## config.mk

```make
export PLATFORM = sky130hd
export DESIGN_NAME = c1541_rom_arbiter_flat
export DESIGN_NICKNAME = d
export VERILOG_FILES = /design/src/rtl/c1541_rom_arbiter_pkg.sv /design/src/rtl/c1541_rom_arbiter_if.sv /design/src/rtl/c1541_rr_pick.sv /design/src/rtl/c1541_rom_arbiter.sv /design/src/flat_wrapper.sv
export SDC_FILE = /design/constraint.sdc
export NUM_CORES = 1
export LEC_CHECK = 0
export CORE_MARGIN = 2
export CORE_UTILIZATION = 30
export DETAILED_ROUTE_END_ITERATION = 8
export PLACE_DENSITY_LB_ADDON = 0.05
export SLEW_MARGIN = 20
export SYNTH_ARGS = -nofsm -noshare
export SYNTH_HDL_FRONTEND = slang
export SYNTH_HIERARCHICAL = 1
export SYNTH_SLANG_ARGS = --single-unit
```

## constraint.sdc

```tcl
create_clock -name clk -period 5.5 [get_ports clk]
set_clock_uncertainty 0.1 [all_clocks]
set_input_delay 1.1 -clock clk [delete_from_list [all_inputs] [get_ports clk]]
set_output_delay 1.1 -clock clk [all_outputs]
set_load 0.03 [all_outputs]
```

## src/rtl/c1541_rom_arbiter_pkg.sv

```systemverilog
// Shared constants, ROM image-size encoding and address folding for the drive-ROM arbiter.
// Latency: n/a (types and a pure function only).
// Backpressure: n/a.
package c1541_pkg;

    localparam int         ROM_ADDR_W       = 15;
    // Top two address bits of the only region a Dolphin DOS image may rewrite (first 8 KB).
    localparam logic [1:0] DOLPHIN_WIN_BITS = 2'b00;

    // Encoded as {r32, r32|r16}; doubles as the mask applied to addr[14:13].
    typedef enum logic [1:0] {
        SZ_8K  = 2'b00,
        SZ_16K = 2'b01,
        SZ_32K = 2'b11
    } rom_size_t;

    // Smaller images are mirrored across the 32 KB window by masking the upper bits.
    function automatic logic [ROM_ADDR_W-1:0] fold_addr(input logic [ROM_ADDR_W-1:0] addr,
                                                        input logic [1:0]            rom_sz);
        return {addr[ROM_ADDR_W-1 -: 2] & rom_sz, addr[ROM_ADDR_W-3:0]};
    endfunction

endpackage

```

## src/rtl/c1541_rom_arbiter_if.sv

```systemverilog
// Per-drive CPU bus bundle between the emulated 1541 CPUs and the ROM arbiter.
// Latency: n/a (wires only).
// Backpressure: drv_req is a level held until the one-cycle drv_ack pulse.
interface c1541_rom_arbiter_if #(
    parameter int NDRIVES = 4,
    parameter int ADDR_W  = 15
);
    logic [NDRIVES-1:0]        drv_req;
    logic [NDRIVES-1:0]        drv_we;
    logic [NDRIVES*ADDR_W-1:0] drv_addr;
    logic [NDRIVES*8-1:0]      drv_wdata;
    logic [NDRIVES-1:0]        drv_ack;
    logic [7:0]                drv_rdata;

    // Drive CPUs side.
    modport master (
        output drv_req, drv_we, drv_addr, drv_wdata,
        input  drv_ack, drv_rdata
    );

    // Arbiter side.
    modport slave (
        input  drv_req, drv_we, drv_addr, drv_wdata,
        output drv_ack, drv_rdata
    );
endinterface

```

## src/rtl/c1541_rr_pick.sv

```systemverilog
// Combinational round-robin picker: first eligible requester at or after ptr, wrapping.
// Latency: 0 cycles (pure combinational).
// Backpressure: none; losers simply stay eligible for a later cycle.
module c1541_rr_pick #(
    parameter int N  = 4,
    parameter int PW = 2
) (
    input  logic [N-1:0]  elig,
    input  logic [PW-1:0] ptr,
    output logic [N-1:0]  grant,
    output logic          vld,
    output logic [PW-1:0] idx
);

    // Walk the ring starting at ptr; the first eligible index wins.
    always_comb begin
        grant = '0;
        vld   = 1'b0;
        idx   = '0;
        for (int k = 0; k < N; k++) begin
            if (!vld && elig[(int'(ptr) + k) % N]) begin
                vld                          = 1'b1;
                grant[(int'(ptr) + k) % N]   = 1'b1;
                idx                          = PW'((int'(ptr) + k) % N);
            end
        end
    end

endmodule

```

## src/rtl/c1541_rom_arbiter.sv

```systemverilog
// Shares one drive-ROM port between NDRIVES 1541 CPUs and the host loader (optional C1541_ROM_ARB_STATS_EN adds stat_maxwait).
// Latency: req -> drv_ack exactly 2 cycles uncontested; worst case NDRIVES+1 without loader traffic.
// Backpressure: loader writes never stall and preempt drives; drives wait (req held) until their ack pulse.
module c1541_rom_arbiter
    import c1541_pkg::*;
#(
    parameter int NDRIVES = 4,
    parameter int ADDR_W  = ROM_ADDR_W
) (
    input  logic              clk,
    input  logic              reset_n,
    c1541_rom_arbiter_if.slave drv,
    input  logic              wr_enable,
    input  logic              ld_wr,
    input  logic [ADDR_W-1:0] ld_addr,
    input  logic [7:0]        ld_data,
    output logic [1:0]        rom_sz,
    output logic [ADDR_W-1:0] mem_addr,
    output logic [7:0]        mem_wdata,
    output logic              mem_we,
    input  logic [7:0]        mem_q
`ifdef C1541_ROM_ARB_STATS_EN
    ,
    output logic [NDRIVES*4-1:0] stat_maxwait
`endif
);

    localparam int PW = (NDRIVES > 1) ? $clog2(NDRIVES) : 1;

    rom_size_t          sz_q;
    logic [PW-1:0]      ptr;
    logic [PW-1:0]      ptr_nxt;
    logic [NDRIVES-1:0] inflight;
    logic [NDRIVES-1:0] elig;
    logic [NDRIVES-1:0] grant_oh;
    logic               grant_vld;
    logic [PW-1:0]      grant_idx;
    logic               drive_go;
    logic [ADDR_W-1:0]  win_addr;
    logic [7:0]         win_wdata;
    logic               win_we;
    logic               wr_ok;
    logic               s1_vld;
    logic [NDRIVES-1:0] s1_sel;

    assign rom_sz   = sz_q;
    assign elig     = drv.drv_req & ~inflight;
    // The loader takes the port outright; a drive winner only issues when it is idle.
    assign drive_go = grant_vld & ~ld_wr;
    assign ptr_nxt  = (grant_idx == PW'(NDRIVES - 1)) ? '0 : grant_idx + 1'b1;

    c1541_rr_pick #(
        .N  (NDRIVES),
        .PW (PW)
    ) u_pick (
        .elig  (elig),
        .ptr   (ptr),
        .grant (grant_oh),
        .vld   (grant_vld),
        .idx   (grant_idx)
    );

    // One-hot mux of the winning drive's address, data and write flag.
    always_comb begin
        win_addr  = '0;
        win_wdata = '0;
        win_we    = 1'b0;
        for (int i = 0; i < NDRIVES; i++) begin
            if (grant_oh[i]) begin
                win_addr  = drv.drv_addr[i*ADDR_W +: ADDR_W];
                win_wdata = drv.drv_wdata[i*8 +: 8];
                win_we    = drv.drv_we[i];
            end
        end
    end

    // Drive writes only land in the first 8 KB of a 32K (Dolphin) image; anything else degrades to a read.
    always_comb begin
        wr_ok = win_we & wr_enable & sz_q[1] & (win_addr[ADDR_W-1 -: 2] == DOLPHIN_WIN_BITS);
    end

    // Issue stage: register the memory request, track in-flight drives, advance the pointer.
    always_ff @(posedge clk or negedge reset_n) begin
        if (!reset_n) begin
            mem_addr  <= '0;
            mem_wdata <= '0;
            mem_we    <= 1'b0;
            ptr       <= '0;
            inflight  <= '0;
            s1_vld    <= 1'b0;
            s1_sel    <= '0;
            sz_q      <= SZ_8K;
        end else begin
            s1_vld   <= drive_go;
            s1_sel   <= drive_go ? grant_oh : '0;
            // Flag stays up through the ack cycle so a still-high req is not double-served.
            inflight <= (inflight & ~drv.drv_ack) | (drive_go ? grant_oh : '0);
            if (ld_wr) begin
                mem_addr  <= ld_addr;
                mem_wdata <= ld_data;
                mem_we    <= 1'b1;
                sz_q      <= rom_size_t'({ld_addr[ADDR_W-1], ld_addr[ADDR_W-1] | ld_addr[ADDR_W-2]});
            end else if (grant_vld) begin
                mem_addr  <= fold_addr(win_addr, sz_q);
                mem_wdata <= win_wdata;
                mem_we    <= wr_ok;
                ptr       <= ptr_nxt;
            end else begin
                mem_we    <= 1'b0;
            end
        end
    end

    // Response stage: memory data for the issued address is captured alongside the ack pulse.
    always_ff @(posedge clk or negedge reset_n) begin
        if (!reset_n) begin
            drv.drv_ack   <= '0;
            drv.drv_rdata <= '0;
        end else begin
            drv.drv_ack <= s1_vld ? s1_sel : '0;
            if (s1_vld) begin
                drv.drv_rdata <= mem_q;
            end
        end
    end

`ifdef C1541_ROM_ARB_STATS_EN
    logic [NDRIVES-1:0][3:0] wait_cnt;
    logic [NDRIVES-1:0][3:0] max_wait;

    assign stat_maxwait = max_wait;

    // Per-drive saturating wait counter; the running maximum is folded in at grant.
    always_ff @(posedge clk or negedge reset_n) begin
        if (!reset_n) begin
            wait_cnt <= '0;
            max_wait <= '0;
        end else if (ld_wr && (ld_addr == '0)) begin
            wait_cnt <= '0;
            max_wait <= '0;
        end else begin
            for (int i = 0; i < NDRIVES; i++) begin
                if (drive_go && grant_oh[i]) begin
                    if (wait_cnt[i] > max_wait[i]) begin
                        max_wait[i] <= wait_cnt[i];
                    end
                    wait_cnt[i] <= '0;
                end else if (elig[i]) begin
                    if (wait_cnt[i] != 4'hF) begin
                        wait_cnt[i] <= wait_cnt[i] + 4'd1;
                    end
                end else begin
                    wait_cnt[i] <= '0;
                end
            end
        end
    end
`endif

endmodule

```

## src/flat_wrapper.sv

```systemverilog
// flat-port wrapper written by rule: the top's interface ports become plain ports
module c1541_rom_arbiter_flat import c1541_pkg::*;
#(
    parameter int NDRIVES = 4,
    parameter int ADDR_W  = ROM_ADDR_W
)
  (clk, reset_n, wr_enable, ld_wr, ld_addr, ld_data, rom_sz, mem_addr, mem_wdata, mem_we, mem_q, drv_drv_req, drv_drv_we, drv_drv_addr, drv_drv_wdata, drv_drv_ack, drv_drv_rdata);
  c1541_rom_arbiter_if #(.NDRIVES(NDRIVES), .ADDR_W(ADDR_W)) drv_i ();
  input  logic clk;
  input  logic reset_n;
  input  logic wr_enable;
  input  logic ld_wr;
  input  logic [ADDR_W-1:0] ld_addr;
  input  logic [7:0] ld_data;
  output logic [1:0] rom_sz;
  output logic [ADDR_W-1:0] mem_addr;
  output logic [7:0] mem_wdata;
  output logic mem_we;
  input  logic [7:0] mem_q;
  input wire logic [$bits(drv_i.drv_req)-1:0] drv_drv_req;
  input wire logic [$bits(drv_i.drv_we)-1:0] drv_drv_we;
  input wire logic [$bits(drv_i.drv_addr)-1:0] drv_drv_addr;
  input wire logic [$bits(drv_i.drv_wdata)-1:0] drv_drv_wdata;
  output wire logic [$bits(drv_i.drv_ack)-1:0] drv_drv_ack;
  output wire logic [$bits(drv_i.drv_rdata)-1:0] drv_drv_rdata;
  assign drv_i.drv_req = drv_drv_req;
  assign drv_i.drv_we = drv_drv_we;
  assign drv_i.drv_addr = drv_drv_addr;
  assign drv_i.drv_wdata = drv_drv_wdata;
  assign drv_drv_ack = drv_i.drv_ack;
  assign drv_drv_rdata = drv_i.drv_rdata;
  c1541_rom_arbiter #(.NDRIVES(NDRIVES), .ADDR_W(ADDR_W)) u_core (.clk(clk), .reset_n(reset_n), .drv(drv_i), .wr_enable(wr_enable), .ld_wr(ld_wr), .ld_addr(ld_addr), .ld_data(ld_data), .rom_sz(rom_sz), .mem_addr(mem_addr), .mem_wdata(mem_wdata), .mem_we(mem_we), .mem_q(mem_q));
endmodule
```

==> flow_summary.json <==
{
  "status": "finished clean",
  "rsz0062_at_grt": "no",
  "tightest_slew_ps": 1040,
  "fin_crit_sh_pct": 79.7,
  "final_nets": 627,
  "slew_violations": 0,
  "htree_levels": 2,
  "route.detailed.drc": 0,
  "finalHoldViolCount": 0,
  "dpl.hpwl_um": 7910,
  "antennaDiodeCount": 0,
  "clock_latency_ps": 310,
  "grt_max_degree": 50,
  "async_flop_share_pct": 100,
  "p_leak_nw": 1.92,
  "netlist_area_um2": 3170,
  "min_path_type": "reg -> reg",
  "dieWidth_um": 107,
  "num_rows": 37,
  "vdd.ir_drop.worst_v": 0.000397,
  "period_minus_slack_ps": 4380,
  "worstSetupPathType": "in -> reg",
  "cap_violations": 0,
  "power.density_nw_per_um2": 560,
  "grt_overflow": 0,
  "cp-start-kind": "input port",
  "cp_max_fo": 21,
  "syn_to_final_growth_pct": 58.6,
  "avgSynthCellArea_um2": 9.58,
  "antenna_found_initial": 0,
  "synth_fp_nets": 472,
  "antenna_left": 0,
  "die_y_um": 107,
  "grt_pass1_vias": 3335,
  "cts.path.max_buffers": 2,
  "core_area_um2": 10300,
  "yosys_most_used_dff": "dfrtp_1",
  "dr.pass1.iters": 4,
  "cts_hold_buf": 0,
  "cts_setup_buffers": 0,
  "cp.arrival_ps": 4520,
  "fin_util_pct": 49.0,
  "port_buffers": 172,
  "synth_enable_flop_cells": 0,
  "ys_seq_area_share_pct": 38.7,
  "drive_gt1_share_pct": 8.62,
  "ys_seq_elements": 49,
  "max_freq_mhz": 228,
  "post_cts_resized": 0,
  "tritoncts": "built",
  "root_buffer": "clkbuf_8",
  "cts_buffers": 5,
  "wl_per_cell_um": 17.1,
  "synth_warnings": 6,
  "num_io_pins": 173,
  "crit_path_end_kind": "register",
  "required_ps": 5640,
  "gp_congestion": 0.754,
  "setup_viol": 0,
  "wl_um": 10700,
  "setup_tns_ps": 0,
  "drt-vias-per-instance": 5.09,
  "cts.sinks": 49,
  "cts.reportedPaths.clkPinSlew_ps": 110,
  "grt_pass1_wl_um": 17200,
  "synth_cell_types": 52,
  "slew_headroom_pct": 30.7,
  "grtUsageTotal_pct": 19.2,
  "synthesis.instances": 331,
  "total_power_mw": 2.82,
  "vias": 3172,
  "drt_iter0_markers": 186,
  "initial_core_util_pct": 30.9,
  "die_area_um2": 11400
}
per-stage QoR:
stage	hold slack, ps	std cells	cell area (um2)	setup WS [ps]
final	375	623	5030	1120
after global routing	394	623	5030	840
after CTS	378	623	5030	1040
after detailed placement	346	615	4930	718
after global placement	344	615	4930	918
after floorplan	334	331	3170	1860
area by class of cell:
type | count | area (um2)
Clock inverter | 3 | 28.8
Sequential cell | 49 | 1230
Inverter | 14 | 52.6
Timing Repair Buffer | 176 | 1740
Fill cell | 1026 | 5250
Multi-Input combinational cell | 240 | 1740
Tap cell | 136 | 170
Clock buffer | 5 | 68.8
metal layers:
layer | global-route usage, % | routed length, um | up-vias
met5 | 0 | 0 | -
li1 | - | - | 1545
met2 | 33.8 | 5340 | 126
met1 | 23.8 | 4350 | 1496
met3 | 5.59 | 910 | 5
met4 | 3.06 | 72 | 0
synthesized netlist by cell type, drive strengths merged, types with 7 or more instances:
library cell / count / area, um2
nand3: 16 / 80.1
nand2: 26 / 103
a221o: 19 / 190
nor2: 9 / 36.3
a21oi: 22 / 110
mux2: 11 / 124
o21ai: 28 / 144
buf: 23 / 158
inv: 13 / 48.8
nand2b: 18 / 113
a22oi: 24 / 180
and2: 7 / 43.8
nor2b: 10 / 70.1
dfrtp: 49 / 1230
power by group:
group	internal, mW	switching, mW
combinational	0.829	1.14
clock	0.0954	0.136
sequential	0.508	0.111
cell usage in the layout, fill, tap and decap left out, types with 3 or more instances in the layout:
cell type	count
nand3_1	16
buf_4	4
a22o_1	4
a221o_1	19
nand2b_1	18
a31oi_1	5
mux2_2	11
clkbuf_8	5
nor2_1	8
nor2b_1	9
a21oi_1	22
and2_1	7
a21o_1	3
nand2_1	24
a22oi_1	24
ha_1	6
nand3b_1	3
clkdlybuf4s50_1	170
o21ai_0	22
dfrtp_1	49
inv_1	12
worst paths after layout:
| path | from | endpoint | slack [ps] | cells after the start |
|---|---|---|---|---|
| min in group asynchronous | reset_n | u_core/drv.drv_rdata[7]$_DFFE_PN0P_ | 770 | 2 |
| max in group asynchronous | reset_n | u_core/mem_addr[0]$_DFFE_PN0P_ | 4070 | 2 |
| min reg2reg | u_core/s1_sel[3]$_DFF_PN0_ | u_core/drv.drv_ack[3]$_DFF_PN0_ | 380 | 1 |
| min | u_core/s1_sel[3]$_DFF_PN0_ | u_core/drv.drv_ack[3]$_DFF_PN0_ | 380 | 1 |
| max reg2reg | u_core/ptr[0]$_DFFE_PN0P_ | u_core/mem_addr[7]$_DFFE_PN0P_ | 1440 | 10 |
| max | drv_drv_req[3] | u_core/mem_addr[7]$_DFFE_PN0P_ | 1120 | 10 |
flip-flops by register name (all words and copies together), names as in the netlist:
register / cells
u_core/inflight: 4
u_core/ptr: 2
u_core/drv.drv_ack: 4
u_core/mem_addr: 15
u_core/mem_wdata: 8
u_core/rom_sz: 2
u_core/s1_sel: 4
u_core/mem_we: 1
u_core/drv.drv_rdata: 8
u_core/s1_vld: 1
cells by family (layout without fill, tap and decap cells):
group / count (synthesis) / count (layout) / synth area share [%]
AOI/OAI and AO/OA: 122 / 122 / 27.7
buffers and inverters: 42 / 198 / 7.22
and+or+nand+nor: 96 / 96 / 16.8
DFF: 49 / 49 / 38.7
muxes: 16 / 16 / 7.30
adders and majority gates: 6 / 6 / 2.37
critical path, stage by stage:
cell and delay (ps):
clkdlybuf4s50_1 400, nor2b_1 170, mux4_2 600, and2b_2 300, a22oi_1 60, o21ai_0 540
nor2b_4 640, a221oi_1 150, o311ai_0 370, a22o_1 180
Note: power is estimated with default switching activity, not from simulation.
